File: config.mk
export PLATFORM = sky130hd
export DESIGN_NAME = debug_reg_dump_flat
export DESIGN_NICKNAME = d
export VERILOG_FILES = /design/src/rtl/debug_reg_dump_if.sv /design/src/rtl/debug_reg_dump.sv /design/src/flat_wrapper.sv
export SDC_FILE = /design/constraint.sdc
export NUM_CORES = 1
export LEC_CHECK = 0
export ABC_CLOCK_PERIOD_IN_PS = 3460
export BUFFER_PORTS_ARGS = -buffer_cell sky130_fd_sc_hd__buf_2
export CAP_MARGIN = 0
export CORE_UTILIZATION = 25
export CTS_CLUSTER_DIAMETER = 120
export DETAILED_ROUTE_END_ITERATION = 8
export PLACE_DENSITY = 0.45
export SYNTH_ARGS = -nofsm -noshare
export SYNTH_HDL_FRONTEND = slang
export SYNTH_SLANG_ARGS = --single-unit
export TNS_END_PERCENT = 1
File: constraint.sdc
create_clock -name i_clk -period 3.46 [get_ports i_clk]
set_input_delay 0.173 -clock i_clk [delete_from_list [all_inputs] [get_ports i_clk]]
set_output_delay 0.173 -clock i_clk [all_outputs]
set_load 0.02 [all_outputs]
File: src/rtl/debug_reg_dump_if.sv
// Byte stream from the register dumper to the debug UART transmitter.
// Valid/ready handshake; a byte moves when both are high at a clock edge.
interface debug_reg_dump_if #(
  parameter int NB_BYTE = 8
);
  logic [NB_BYTE-1:0] tx_data;
  logic               tx_valid;
  logic               tx_ready;

  modport master (
    output tx_data,
    output tx_valid,
    input  tx_ready
  );

  modport slave (
    input  tx_data,
    input  tx_valid,
    output tx_ready
  );
endinterface

File: src/rtl/debug_reg_dump.sv
// Sweeps the register-file debug port and streams every register out
// as bytes, MSB first, in ascending address order.
module debug_reg_dump #(
  parameter int NB_DATA  = 32,
  parameter int NB_REG   = 5,
  parameter int SIZE_REG = 32,
  parameter int NB_BYTE  = 8
) (
  input  logic               i_clk,
  input  logic               i_rst_n,
  input  logic               i_start,
  output logic [NB_REG-1:0]  o_address_read_debug,
  input  logic [NB_DATA-1:0] i_data_read_debug,
  debug_reg_dump_if.master   tx,
  output logic               o_busy,
  output logic               o_done
);

  localparam int NUM_BYTES = NB_DATA / NB_BYTE;
  localparam int NB_CNT =
    (NUM_BYTES > 1) ? $clog2(NUM_BYTES) : 1;
  localparam logic [NB_CNT-1:0] LAST_BYTE =
    NB_CNT'(NUM_BYTES - 1);
  localparam logic [NB_REG-1:0] LAST_REG =
    NB_REG'(SIZE_REG - 1);

  typedef enum logic [2:0] {
    IDLE,
    ADDR,
    CAPTURE,
    SEND,
    DONE
  } state_t;

  state_t              state, state_n;
  logic [NB_REG-1:0]   reg_idx, reg_idx_n;
  logic [NB_CNT-1:0]   byte_cnt, byte_cnt_n;
  logic [NB_DATA-1:0]  shreg, shreg_n;
  logic [NB_REG-1:0]   addr_n;
  logic [NB_BYTE-1:0]  data_n;
  logic                valid_n;
  logic                busy_n;
  logic                done_n;
  logic                accept;

  assign accept = tx.tx_valid && tx.tx_ready;

  always_comb begin
    state_n    = state;
    reg_idx_n  = reg_idx;
    byte_cnt_n = byte_cnt;
    shreg_n    = shreg;
    addr_n     = o_address_read_debug;
    data_n     = tx.tx_data;
    valid_n    = tx.tx_valid;
    busy_n     = o_busy;
    done_n     = 1'b0;
    unique case (state)
      IDLE: begin
        busy_n  = 1'b0;
        valid_n = 1'b0;
        if (i_start) begin
          reg_idx_n = '0;
          addr_n    = '0;
          busy_n    = 1'b1;
          state_n   = ADDR;
        end
      end
      ADDR: begin
        busy_n  = 1'b1;
        state_n = CAPTURE;
      end
      CAPTURE: begin
        shreg_n    = i_data_read_debug;
        byte_cnt_n = '0;
        data_n     = i_data_read_debug[NB_DATA-1 -: NB_BYTE];
        valid_n    = 1'b1;
        state_n    = SEND;
      end
      SEND: begin
        if (accept) begin
          if (byte_cnt == LAST_BYTE) begin
            valid_n = 1'b0;
            if (reg_idx == LAST_REG) begin
              busy_n  = 1'b0;
              done_n  = 1'b1;
              state_n = DONE;
            end else begin
              reg_idx_n = reg_idx + 1'b1;
              addr_n    = reg_idx + 1'b1;
              state_n   = ADDR;
            end
          end else begin
            // next byte is the one just below the outgoing MSB byte
            shreg_n    = shreg << NB_BYTE;
            data_n     = shreg[NB_DATA-NB_BYTE-1 -: NB_BYTE];
            byte_cnt_n = byte_cnt + 1'b1;
          end
        end
      end
      DONE: begin
        busy_n  = 1'b0;
        state_n = IDLE;
      end
      default: begin
        valid_n = 1'b0;
        busy_n  = 1'b0;
        state_n = IDLE;
      end
    endcase
  end

  always_ff @(posedge i_clk) begin
    if (!i_rst_n) begin
      state                <= IDLE;
      reg_idx              <= '0;
      byte_cnt             <= '0;
      shreg                <= '0;
      o_address_read_debug <= '0;
      tx.tx_data           <= '0;
      tx.tx_valid          <= 1'b0;
      o_busy               <= 1'b0;
      o_done               <= 1'b0;
    end else begin
      state                <= state_n;
      reg_idx              <= reg_idx_n;
      byte_cnt             <= byte_cnt_n;
      shreg                <= shreg_n;
      o_address_read_debug <= addr_n;
      tx.tx_data           <= data_n;
      tx.tx_valid          <= valid_n;
      o_busy               <= busy_n;
      o_done               <= done_n;
    end
  end

endmodule

File: src/flat_wrapper.sv
// flat-port wrapper written by rule: the top's interface ports become plain ports
module debug_reg_dump_flat 
#(
  parameter int NB_DATA  = 32,
  parameter int NB_REG   = 5,
  parameter int SIZE_REG = 32,
  parameter int NB_BYTE  = 8
)
  (i_clk, i_rst_n, i_start, o_address_read_debug, i_data_read_debug, o_busy, o_done, tx_tx_data, tx_tx_valid, tx_tx_ready);
  debug_reg_dump_if #(.NB_BYTE(NB_BYTE)) tx_i ();
  input  logic i_clk;
  input  logic i_rst_n;
  input  logic i_start;
  output logic [NB_REG-1:0] o_address_read_debug;
  input  logic [NB_DATA-1:0] i_data_read_debug;
  output logic o_busy;
  output logic o_done;
  output wire logic [$bits(tx_i.tx_data)-1:0] tx_tx_data;
  output wire logic [$bits(tx_i.tx_valid)-1:0] tx_tx_valid;
  input wire logic [$bits(tx_i.tx_ready)-1:0] tx_tx_ready;
  assign tx_tx_data = tx_i.tx_data;
  assign tx_tx_valid = tx_i.tx_valid;
  assign tx_i.tx_ready = tx_tx_ready;
  debug_reg_dump #(.NB_DATA(NB_DATA), .NB_REG(NB_REG), .SIZE_REG(SIZE_REG), .NB_BYTE(NB_BYTE)) u_core (.i_clk(i_clk), .i_rst_n(i_rst_n), .i_start(i_start), .o_address_read_debug(o_address_read_debug), .i_data_read_debug(i_data_read_debug), .tx(tx_i), .o_busy(o_busy), .o_done(o_done));
endmodule
Word-level counts from Yosys, hierarchy flattened --
Cells that the tools add are included. W data, S select, Z words.
Operators by class: equality and inequality tests 12, multiplexer cells 28, bitwise gates (word level) 2, reductions and logical operators 11, $add $sub $neg 2
Operators with widths (count):
- $mux W24 | 2
- $pmux W24 S2 | 1
- $mux W5 | 4
- $mux W8 | 2
- $pmux W8 S2 | 1
- $mux W3 | 4
- $pmux W3 S4 | 1
- $pmux W5 S2 | 1
- $reduce_and A3 Y1 | 3
- $reduce_and A4 Y1 | 2
- $mux W1 | 7
- $eq A3 B2 Y1 const B | 2
- $ne A2 B1 Y1 const B | 3
- $ne A2 B2 Y1 const B | 3
- $add A5 B1 Y5 const B | 1
- $eq A5 B5 Y1 const B | 1
- $reduce_and A5 Y1 | 1
- $mux W2 | 2
- $pmux W1 S4 | 1
- $pmux W2 S2 | 1
- $reduce_bool A2 Y1 | 2
- $eq A3 B1 Y1 const B | 1
- $eq A3 B3 Y1 const B | 1
- $logic_not A3 Y1 | 1
- other kinds (6) | 7
Word-level totals: input bits 36, output and inout bits 16, flip-flop bits (word level) 45

Longest topological paths before layout --
depth in word-level cells 5, gate-level depth with buffers 6, mapped depth without buffers 6

Worst setup path after synthesis --
No wires, ideal clock.
path type register to register, from reg u_core.o_address_read_debug[0] (netlist name), to reg u_core.o_address_read_debug[0], clock period less this slack 1784 ps, stages on the path, launching flop included 6, setup slack 1676 ps, library setup time 121 ps, data arrival time 1663 ps, cell sequence dfxtp_1 > ha_1 > and3_1 > ha_1 > o311a_4 > mux2_4
RTL lines:
- end signal: assignment | RTL line debug_reg_dump.sv:129 | o_address_read_debug <= addr_n;
- end: declaration | RTL line debug_reg_dump.sv:12 | output logic [NB_REG-1:0] o_address_read_debug,

Worst setup path after layout --
from reg u_core.state[0], to reg u_core.o_address_read_debug[0]
Between the ends: cells in the longest elaborated chain, start to end 3
RTL lines:
- start: declaration | RTL line debug_reg_dump.sv:35 | state_t state, state_n;
- start signal: assignment | RTL line debug_reg_dump.sv:125 | state <= state_n;
- $eq A3 B2 Y1 / $logic_not A3 Y1 (equally long branches) | RTL line debug_reg_dump.sv:58 | unique case (state)
- $ne A2 B1 Y1 (no line) (tied with other cells)
- $reduce_and A5 Y1 (no line)
Parallel ways exist; a longest one is shown, timed or not. A chain may end at the register's enable or synchronous reset.

==> metrics.cfg <==
[outcome]
status=complete, no violations

[floorplanning]
die_w_microns=94.1
core_sq_mm=0.00822
dieArea_sq_mm=0.00886
initial_core_util=0.258
die_height_microns=94.1
row_count=33
io_pins=52

[critical_path]
critPathMaxFanout=44
crit_path_start_kind=register
crit_type=register to register
cp-end-kind=register
slowest_stage=dfxtp_2
worstPathRequired_ns=3.70
path_cells=nand4b_1, nor3_1, mux2_4
critPathArrivalTime_ns=2.42
critPathMaxStageDelay_ns=1.07

[timing]
rsz0062_at_grt=false
whs_ns=0.177
worst_slew_pin_slew_ns=1.12
slew_headroom=0.252
finalHoldViolCount=0
finalSetupViolations=0
layout_min_cycle_time_ns=2.18
timing.final.crit_share=0.629
finalMaxSlewViolations=0
finalSetupTns_ns=0
fmax_mhz=460
finClkSkew_ns=0.00553

[logic_synthesis]
synth.area.mux_share=0.120
synth_compound_area_frac=0.235
ys_seq_area_frac=0.425
synth_edf_count=0
yosys.area_share.simple=0.152
synth_top_area_cell=dfxtp_1
synth_top_family_by_area=compound AO/OA/AOI/OAI gates
ys_top_cells_by_area=dfxtp_1, o221a_2, mux2i_1
ys_types=38
synth_most_common_cell=dfxtp_1
syn-num-nets=251
netlist_area_sq_mm=0.00212
synthArstFlopShare=0
synthCells=212
ys_seq_elements=45
synthXorXnorAreaFrac=0
synth_top_flop_cell=dfxtp_1
synthAdderAreaFrac=0.0177
syn-mean-instance-area_sq_um=10.0
synth_common_cells=dfxtp_1, nand2_1, mux2i_1, o221a_2
yosys.area.top_type_share=0.425
ys_warn_count=0

[power_and_ir_drop]
switching_share=0.280
power_mw=1.13
p_leak_nw=1.01
pwr-share-seq=0.532
pwr-share-comb=0.177
netSwitchingPower_mw=0.317
p_int_mw=0.815
powerDensity_mw_per_mm2=448
p_clk_frac=0.292
ir_drop_v=0.000134

[route]
drc=0
dr.pass1.iters=4
viasPerCell=4.94
wl_microns=5350
num_vias=1778
drt-initial-drc-count=84
drtAntennaViolNets=0
wl_per_cell_microns=14.9

[global_route]
antenna_found_initial=0
grt_pass1_vias=1736
grt_overflow=0
grt_max_degree=45
grt_first_pass_wirelength_microns=8720
grt_use_total=0.127

[clocking]
clk-insertion-delay-late_ns=0.29
root_buffer=clkbuf_8
cts.htree.levels=2
cts_tree=done
cts_inserted_buffers=5
clkTransAtPathRegs_ns=0.08
cts_setup_buffers=0
cts_sinks=45
cts-resized-gates=0
cts_hold_buf=0
ctsLongestPathBuffers=2

[place]
io_buffer_count=51
gp_congestion=0.675
dp_hpwl_microns=3600

[worst_hold_path]
hold_class=input port to register

[layout]
nets=294
antenna_cells=0
drive_gt1_frac=0.361
areaGrowthSynthToFinish_pct=19.1
fin_util=0.307

[job]
drv_cap=0

## final cells by class
class / instances / area [sq um]
Tap cell: 105 / 131
Sequential cell: 45 / 902
Timing Repair Buffer: 54 / 278
Multi-Input combinational cell: 146 / 1120
Clock buffer: 7 / 86.3
Inverter: 3 / 11.3
Fill cell: 889 / 5690
## per-stage QoR
step | setup slack, ns | instances | area [sq um]
2_1_floorplan | 1.68 | 212 | 2120
3_3_place_gp | 1.35 | 353 | 2440
3_5_place_dp | 1.32 | 353 | 2440
4_1_cts | 1.30 | 360 | 2520
5_1_grt | 1.07 | 360 | 2520
6_report | 1.28 | 360 | 2520
## placed cells by master, fill, tap and decap left out, types with 2 or more instances in the layout
cell type   n
buf_2      51
dfxtp_1    44
nand2_1    28
mux2i_1    24
o221a_2    24
nand3_1    10
a21oi_1     9
a22oi_1     8
clkbuf_8    6
nor2_1      5
inv_1       3
o21ai_0     3
nor3_1      3
ha_1        3
buf_4       3
and3_1      2
nand2b_1    2
nand4_1     2
a31oi_1     2
a22o_1      2
nor4b_1     2
o22a_1      2
## flip-flops by register name (all words and copies together) (netlist names)
name,count
u_core.state,3
u_core.shreg,24
u_core.o_busy,1
u_core.tx.tx_valid,1
u_core.o_done,1
u_core.tx.tx_data,8
u_core.byte_cnt,2
u_core.o_address_read_debug,5
## routing by layer
layer  routed length (microns)  global-route usage  share of wire
met5                         0                   0              0
met4                        46              0.0385         0.0086
met3                       266              0.0316          0.050
met2                      2390               0.196           0.45
met1                      2640               0.171           0.49
## worst max-delay path: cells and delay by family, from the launching register on
kind             cells  cell delay, ns
DFF                  1            1.07
muxes                1            0.21
and+or+nand+nor      2            0.81
## cells by family after synthesis
group | after synthesis
compound gates | 56
flops | 45
buf+inv | 21
mux | 25
simple gates | 62
fa+ha+maj | 3
## path summary, 6_finish.rpt
kind / startpoint / end / slack [ns] / depth (start not counted)
setup reg to reg: u_core.state[0] / u_core.o_address_read_debug[0] / 1.28 / 3
setup / recovery: u_core.state[0] / u_core.o_address_read_debug[0] / 1.28 / 3
hold / removal: i_data_read_debug[4] / u_core.shreg[4] / 0.18 / 3
hold reg to reg: u_core.o_busy / u_core.o_busy / 0.46 / 2
## power by group through the flow
stage	Combinational (mW)	Clock (mW)	Sequential, mW
CTS	0.203	0.347	0.602
floorplan	0.154	0	0.600
global placement	0.204	0	0.614
detailed placement	0.203	0	0.615
finish	0.200	0.330	0.602
global route	0.222	0.366	0.609
Note: power is estimated with default switching activity, not from simulation.
